**config.mk**
```make
export PLATFORM = sky130hd
export DESIGN_NAME = regfile_mp_flat
export DESIGN_NICKNAME = d
export VERILOG_FILES = /design/src/rtl/regfile_mp_if.sv /design/src/rtl/regfile_mp.sv /design/src/flat_wrapper.sv
export SDC_FILE = /design/constraint.sdc
export NUM_CORES = 1
export LEC_CHECK = 0
export BUFFER_PORTS_ARGS = -buffer_cell sky130_fd_sc_hd__buf_4
export CORE_ASPECT_RATIO = 1.2
export CORE_MARGIN = 2
export CORE_UTILIZATION = 54
export DETAILED_ROUTE_END_ITERATION = 7
export PLACE_DENSITY = 0.77
export REMOVE_ABC_BUFFERS = 1
export SLEW_MARGIN = 20
export SYNTH_ARGS = -nofsm -noshare
export SYNTH_HDL_FRONTEND = slang
export SYNTH_SLANG_ARGS = --single-unit
```
**constraint.sdc**
```tcl
create_clock -name clk -period 2 [get_ports clk]
set_input_delay 0.1 -clock clk [delete_from_list [all_inputs] [get_ports clk]]
set_output_delay 0.1 -clock clk [all_outputs]
set_load 0.1 [all_outputs]
```
**src/rtl/regfile_mp_if.sv**
```systemverilog
// Bus bundle for the multi-port register file: read ports, write/reserve
// requests from decode/writeback, and the clear-sweep control/status lines.
interface regfile_mp_if #(
  parameter int DATA_WIDTH = 16,
  parameter int ADDR_BITS  = 3,
  parameter int NUM_RD     = 2
) ();

  logic [NUM_RD*ADDR_BITS-1:0]  rd_addr;
  logic [NUM_RD*DATA_WIDTH-1:0] rd_data;
  logic [NUM_RD-1:0]            rd_pend;

  logic                  wr_en;
  logic [ADDR_BITS-1:0]  wr_addr;
  logic [DATA_WIDTH-1:0] wr_data;

  logic                  rsv_en;
  logic [ADDR_BITS-1:0]  rsv_addr;

  logic                  clr_req;
  logic                  busy;
  logic                  clr_done;
  logic                  wr_err;

  modport master (
    output rd_addr, wr_en, wr_addr, wr_data, rsv_en, rsv_addr, clr_req,
    input  rd_data, rd_pend, busy, clr_done, wr_err
  );

  modport slave (
    input  rd_addr, wr_en, wr_addr, wr_data, rsv_en, rsv_addr, clr_req,
    output rd_data, rd_pend, busy, clr_done, wr_err
  );

endinterface

```
**src/rtl/regfile_mp.sv**
```systemverilog
// Multi-read-port register file with r0 hardwired to zero, pending scoreboard
// and a one-register-per-cycle clear sweep. Optional forwarding: REGFILE_BYPASS_EN.
//
// state | meaning
// IDLE  | normal operation, writes/reserves accepted
// SWEEP | zeroing reg[count] and pend[count], count = 1 .. NUM_REGS-1
// DONE  | sweep finished, clr_done high for this cycle
module regfile_mp #(
  parameter int DATA_WIDTH = 16,
  parameter int ADDR_BITS  = 3,
  parameter int NUM_RD     = 2
) (
  input logic         clk,
  input logic         clear_n,
  regfile_mp_if.slave bus
);

  localparam int NUM_REGS = 2 ** ADDR_BITS;
  localparam logic [ADDR_BITS-1:0] CNT_FIRST = ADDR_BITS'(1);
  localparam logic [ADDR_BITS-1:0] CNT_LAST  = ADDR_BITS'(NUM_REGS - 1);

  typedef enum logic [1:0] {
    IDLE  = 2'd0,
    SWEEP = 2'd1,
    DONE  = 2'd2
  } state_t;

  state_t                state;
  logic [ADDR_BITS-1:0]  count;
  logic                  clr_done_q;
  logic                  wr_err_q;

  logic [DATA_WIDTH-1:0] regs [NUM_REGS];
  logic [NUM_REGS-1:0]   pend;

  logic                  wr_ok;
  logic                  rsv_ok;
  logic                  sweep_on;

  assign wr_ok    = bus.wr_en  && (state == IDLE) && (bus.wr_addr  != '0);
  assign rsv_ok   = bus.rsv_en && (state == IDLE) && (bus.rsv_addr != '0);
  assign sweep_on = (state == SWEEP);

  always_ff @(posedge clk or negedge clear_n) begin
    if (!clear_n) begin
      state      <= IDLE;
      count      <= CNT_FIRST;
      clr_done_q <= 1'b0;
      wr_err_q   <= 1'b0;
    end else begin
      wr_err_q   <= bus.wr_en && (state != IDLE);
      clr_done_q <= 1'b0;
      case (state)
        IDLE: begin
          if (bus.clr_req) begin
            state <= SWEEP;
            count <= CNT_FIRST;
          end
        end
        SWEEP: begin
          // Terminal compare holds count at NUM_REGS-1, so it never wraps to r0.
          if (count == CNT_LAST) begin
            state      <= DONE;
            clr_done_q <= 1'b1;
          end else begin
            count <= count + CNT_FIRST;
          end
        end
        DONE: begin
          state <= IDLE;
        end
        default: begin
          state <= IDLE;
        end
      endcase
    end
  end

  always_ff @(posedge clk or negedge clear_n) begin
    if (!clear_n) begin
      for (int i = 0; i < NUM_REGS; i++) begin
        regs[i] <= '0;
      end
      pend <= '0;
    end else begin
      for (int i = 1; i < NUM_REGS; i++) begin
        if (sweep_on && (count == ADDR_BITS'(i))) begin
          regs[i] <= '0;
          pend[i] <= 1'b0;
        end else begin
          if (wr_ok && (bus.wr_addr == ADDR_BITS'(i))) begin
            regs[i] <= bus.wr_data;
          end
          // Reserve beats a same-cycle write: the result is still outstanding.
          if (rsv_ok && (bus.rsv_addr == ADDR_BITS'(i))) begin
            pend[i] <= 1'b1;
          end else if (wr_ok && (bus.wr_addr == ADDR_BITS'(i))) begin
            pend[i] <= 1'b0;
          end
        end
      end
    end
  end

`ifdef REGFILE_BYPASS_EN
  logic rsv_same;
  assign rsv_same = rsv_ok && (bus.rsv_addr == bus.wr_addr);
`endif

  logic [NUM_RD*DATA_WIDTH-1:0] rd_data_c;
  logic [NUM_RD-1:0]            rd_pend_c;
  logic [ADDR_BITS-1:0]         ra;

  always_comb begin
    rd_data_c = '0;
    rd_pend_c = '0;
    ra        = '0;
    for (int k = 0; k < NUM_RD; k++) begin
      ra = bus.rd_addr[k*ADDR_BITS +: ADDR_BITS];
      if (ra != '0) begin
`ifdef REGFILE_BYPASS_EN
        if (wr_ok && (bus.wr_addr == ra)) begin
          rd_data_c[k*DATA_WIDTH +: DATA_WIDTH] = bus.wr_data;
          rd_pend_c[k]                          = rsv_same;
        end else begin
          rd_data_c[k*DATA_WIDTH +: DATA_WIDTH] = regs[ra];
          rd_pend_c[k]                          = pend[ra];
        end
`else
        rd_data_c[k*DATA_WIDTH +: DATA_WIDTH] = regs[ra];
        rd_pend_c[k]                          = pend[ra];
`endif
      end
    end
  end

  assign bus.rd_data  = rd_data_c;
  assign bus.rd_pend  = rd_pend_c;
  assign bus.busy     = (state != IDLE);
  assign bus.clr_done = clr_done_q;
  assign bus.wr_err   = wr_err_q;

endmodule

```
**src/flat_wrapper.sv**
```systemverilog
// flat-port wrapper written by rule: the top's interface ports become plain ports
module regfile_mp_flat 
#(
  parameter int DATA_WIDTH = 16,
  parameter int ADDR_BITS  = 3,
  parameter int NUM_RD     = 2
)
  (clk, clear_n, bus_rd_addr, bus_wr_en, bus_wr_addr, bus_wr_data, bus_rsv_en, bus_rsv_addr, bus_clr_req, bus_rd_data, bus_rd_pend, bus_busy, bus_clr_done, bus_wr_err);
  regfile_mp_if #(.DATA_WIDTH(DATA_WIDTH), .ADDR_BITS(ADDR_BITS), .NUM_RD(NUM_RD)) bus_i ();
  input logic clk;
  input logic clear_n;
  input wire logic [$bits(bus_i.rd_addr)-1:0] bus_rd_addr;
  input wire logic [$bits(bus_i.wr_en)-1:0] bus_wr_en;
  input wire logic [$bits(bus_i.wr_addr)-1:0] bus_wr_addr;
  input wire logic [$bits(bus_i.wr_data)-1:0] bus_wr_data;
  input wire logic [$bits(bus_i.rsv_en)-1:0] bus_rsv_en;
  input wire logic [$bits(bus_i.rsv_addr)-1:0] bus_rsv_addr;
  input wire logic [$bits(bus_i.clr_req)-1:0] bus_clr_req;
  output wire logic [$bits(bus_i.rd_data)-1:0] bus_rd_data;
  output wire logic [$bits(bus_i.rd_pend)-1:0] bus_rd_pend;
  output wire logic [$bits(bus_i.busy)-1:0] bus_busy;
  output wire logic [$bits(bus_i.clr_done)-1:0] bus_clr_done;
  output wire logic [$bits(bus_i.wr_err)-1:0] bus_wr_err;
  assign bus_i.rd_addr = bus_rd_addr;
  assign bus_i.wr_en = bus_wr_en;
  assign bus_i.wr_addr = bus_wr_addr;
  assign bus_i.wr_data = bus_wr_data;
  assign bus_i.rsv_en = bus_rsv_en;
  assign bus_i.rsv_addr = bus_rsv_addr;
  assign bus_i.clr_req = bus_clr_req;
  assign bus_rd_data = bus_i.rd_data;
  assign bus_rd_pend = bus_i.rd_pend;
  assign bus_busy = bus_i.busy;
  assign bus_clr_done = bus_i.clr_done;
  assign bus_wr_err = bus_i.wr_err;
  regfile_mp #(.DATA_WIDTH(DATA_WIDTH), .ADDR_BITS(ADDR_BITS), .NUM_RD(NUM_RD)) u_core (.clk(clk), .clear_n(clear_n), .bus(bus_i));
endmodule
```
==> summary.txt <==
Floorplanning
  – Core box area: approximately 13000 µm²
  – Die area: around 14000 µm²
  – Initial core utilization: between 50 and 60%
  – Die height: between 100 and 150 µm
  – Num rows: 46
  – I/O Pins: 70
  – Die W: around 110 µm

Cells and area
  – Post-Layout Inst Area: 8800 µm²
  – Final core utilization: between 60% and 70%
  – Layout cells sized above 1: between 20% and 30%
  – Antenna fix cells: 0
  – Multi-input logic area: about 3700 µm²
  – Nets@finish: just under 800
  – Fillcell total: between 900 and 1000
  – Layout area overhead: 22.7%
  – Sequential cell area: between 3000 and 4000 µm²

Power and ir drop
  – Pint: 7350 µW
  – PwrDens: 1440 nW/µm²
  – Max VDD drop: ~1.0 mV
  – Register share of total power: between 30% and 40%
  – Pleak: about 0.004 µW
  – Combinational share of power: approximately 40%
  – Psw: ~5300 µW
  – Clock power frac: between 20% and 30%
  – Switching Share: 42.1%

Global route
  – Vias in the first global route: between 6000 and 7000
  – First-pass GRT wire length: about 33000 µm
  – Most used routing layer: met2
  – Total grt overflow: 0
  – Met1 Resource Use GR: approximately two fifths
  – GRT Total Usage: around a third
  – M2 GR Usage: roughly half
  – Met3 GRT Util: under 10%
  – Largest net degree at the start of global routing: 127
  – Initial antenna violation count: 0

Placed design
  – IO Port Bufs: just under 70
  – Hpwl dp: 13900 µm
  – Area after DPL: approximately 8100 µm²
  – Placer Congestion: roughly 0.84

Logic synthesis
  – EDFF count, synth: 0
  – Most numerous cell in the Yosys netlist: mux2i_1
  – Gate Count Post-Synth: ~670
  – Cell accounting for the most synthesized area: dfrtp_1
  – Netlist Area Pre-Place: roughly 7200 µm²
  – Synth area leaders: dfrtp_1 (44%), mux2i_1 (25%), a221oi_1 (8.1%)
  – Post-synth ARST share: 100%
  – Post-synth top flop: dfrtp_1
  – Top cells by count, synth: mux2i_1 (181), dfrtp_1 (125), nand2_1 (124)
  – Seq cells post-synth: roughly 130
  – Share of the synthesized area in the top cell type: ~44%
  – Count of different cell masters after synthesis: 38
  – Synthesis Warnings: 17
  – Sequential-to-total area share from yosys stat: ~44%
  – Syn_area_per_cell: about 11 µm²

Setup path
  – Crit-path max FO: 13
  – Critical path type: in -> out
  – Slowest CP cell: nor2b_1
  – Largest stage delay on the critical path: roughly 0.84 ns
  – Critical Path Start Type: input port
  – Crit. End Element: primary output
  – Crit path DAT: 1.86 ns
  – CP most frequent cell: buf_4
  – CP cell instances: buf_4 > nor2b_1 > buf_4 > a221oi_1 > buf_4
  – CP Data Required Time: between 1.5 and 2 ns

CTS
  – Clock transition at path regs: roughly 0.06 ns
  – CTS sink count: ~130
  – TritonCTS Buffers: 17
  – CTS tree: yes
  – Worst-Skew Late Latency: roughly 0.42 ns
  – Clock Tree Root: clkbuf_16
  – # H-tree levels: 4
  – Clock Path Buffers: 2

STA
  – Worst-Margin Slew: about 1.1 ns
  – Final Skew: between 0.007 and 0.008 ns
  – Final Cycle Share: between 90% and 100%
  – Final min period: approximately 2 ns
  – F_max: between 500 and 600 MHz
  – Rel. slew slack: between 20% and 30%
  – TNS Setup: 0 ns
  – WHS: between 0.03 and 0.04 ns
  – RSZ-0062 raised after global routing: false
  – Fin. Hold Viols: 0
  – Final Setup Violations: 0
  – Fin. max-slew vios: 0

Detailed routing
  – Vias: just under 6000
  – Post-route DRC: 0
  – DRT Wirelength: around 21000 µm
  – Antenna-violating nets left: 0
  – First-pass DRT Iterations: 5
  – WL per Instance: about 23 µm
  – Via density: between 6 and 7
  – DRT iter0 DRCs: ~600

Job
  – # Max-Cap Violations: 0

Run status
  – Outcome: finished, final reports clean

Hold path
  – Hold Path Class: in -> reg
-- placed cells by master, fill, tap and decap left out, drive strengths merged, types with 21 or more instances in the layout --
cell type  netlist  final
mux2i          181    181
dfrtp          125    125
nand2          124    124
buf             21    114
a221oi          66     66
mux2            33     33
inv             21     21
clkbuf          35     21
-- critical path, delay by kind of cell --
kind                   cells  cell delay, ns
buffers and inverters      3            0.78
and+or+nand+nor            1            0.84
AOI/OAI and AO/OA          1            0.12
-- sequential cells by signal, summed over array words and instances (netlist names) --
| signal | count |
|---|---|
| u_core.regs | 112 |
| u_core.pend | 7 |
| u_core.count | 3 |
| u_core.state | 2 |
| u_core.bus.clr_done | 1 |
| u_core.bus.wr_err | 1 |
-- final timing paths --
check | to | startpoint | cells past startpoint | slack, ns
max | bus_rd_data[13] | bus_rd_addr[1] | 5 | 0.04
min reg2reg | u_core.regs[6] | u_core.regs[6] | 2 | 0.54
max in group asynchronous | u_core.regs[36] | clear_n | 3 | 1.16
min in group asynchronous | u_core.bus.wr_err | clear_n | 3 | 0.31
min | u_core.regs[57] | bus_wr_data[9] | 3 | 0.04
max reg2reg | u_core.regs[93] | u_core.state[0] | 4 | 0.15
-- final cells by class --
type                            instances  area share, %
Clock inverter                         12           1.64
Inverter                               21          0.896
Multi-Input combinational cell        466           42.3
Sequential cell                       126           35.9
Tap cell                              168           2.39
Timing Repair Buffer                  122           11.9
Clock buffer                           20           5.08
-- cell families (layout without fill, tap and decap cells) --
family                   count (synthesis)  count (layout)  share of synthesized area [%]
adder cells (fa/ha/maj)                  6               6                           1.05
multiplexers                           214             214                           30.5
AO/OA/AOI/OAI                           84              84                           9.65
AND/OR/NAND/NOR                        162             162                           10.2
buffers and inverters                   77             175                           4.57
flip-flops                             126             126                           44.0
-- stage by stage --
| stage | instances | power, µW | setup WS (ns) |
|---|---|---|---|
| floorplan | 613 | 7920 | -1.25 |
| global placement | 896 | 9160 | 0.211 |
| detailed placement | 896 | 9460 | 0.168 |
| CTS | 935 | 12600 | 0.0302 |
| global route | 935 | 13300 | 0.00108 |
| finish | 935 | 12700 | 0.0439 |
-- power groups by stage --
| stage | sequential [µW] | clock, µW | combinational (µW) |
|---|---|---|---|
| final | 4520 | 3100 | 5070 |
| after global routing | 4610 | 3230 | 5420 |
| after CTS | 4460 | 3120 | 5040 |
| after detailed placement | 4490 | 0 | 4980 |
| after global placement | 4380 | 0 | 4780 |
| after floorplan | 4340 | 0 | 3580 |
-- routing by layer --
layer	wire length (µm)	part of all wire, %
met1	8460	39
met2	10700	50
met3	1700	7.9
met4	661	3.1
met5	0	0
-- repair_timing --
action / CTS / global route
hold buffers: 7 / 0
setup endpoints to repair: 1 / 4
buffers inserted: 0 / 0
hold endpoints to repair: 131 / 0
gates resized for setup: 1 / 5
No activity file was read; power rests on OpenSTA's default activity.
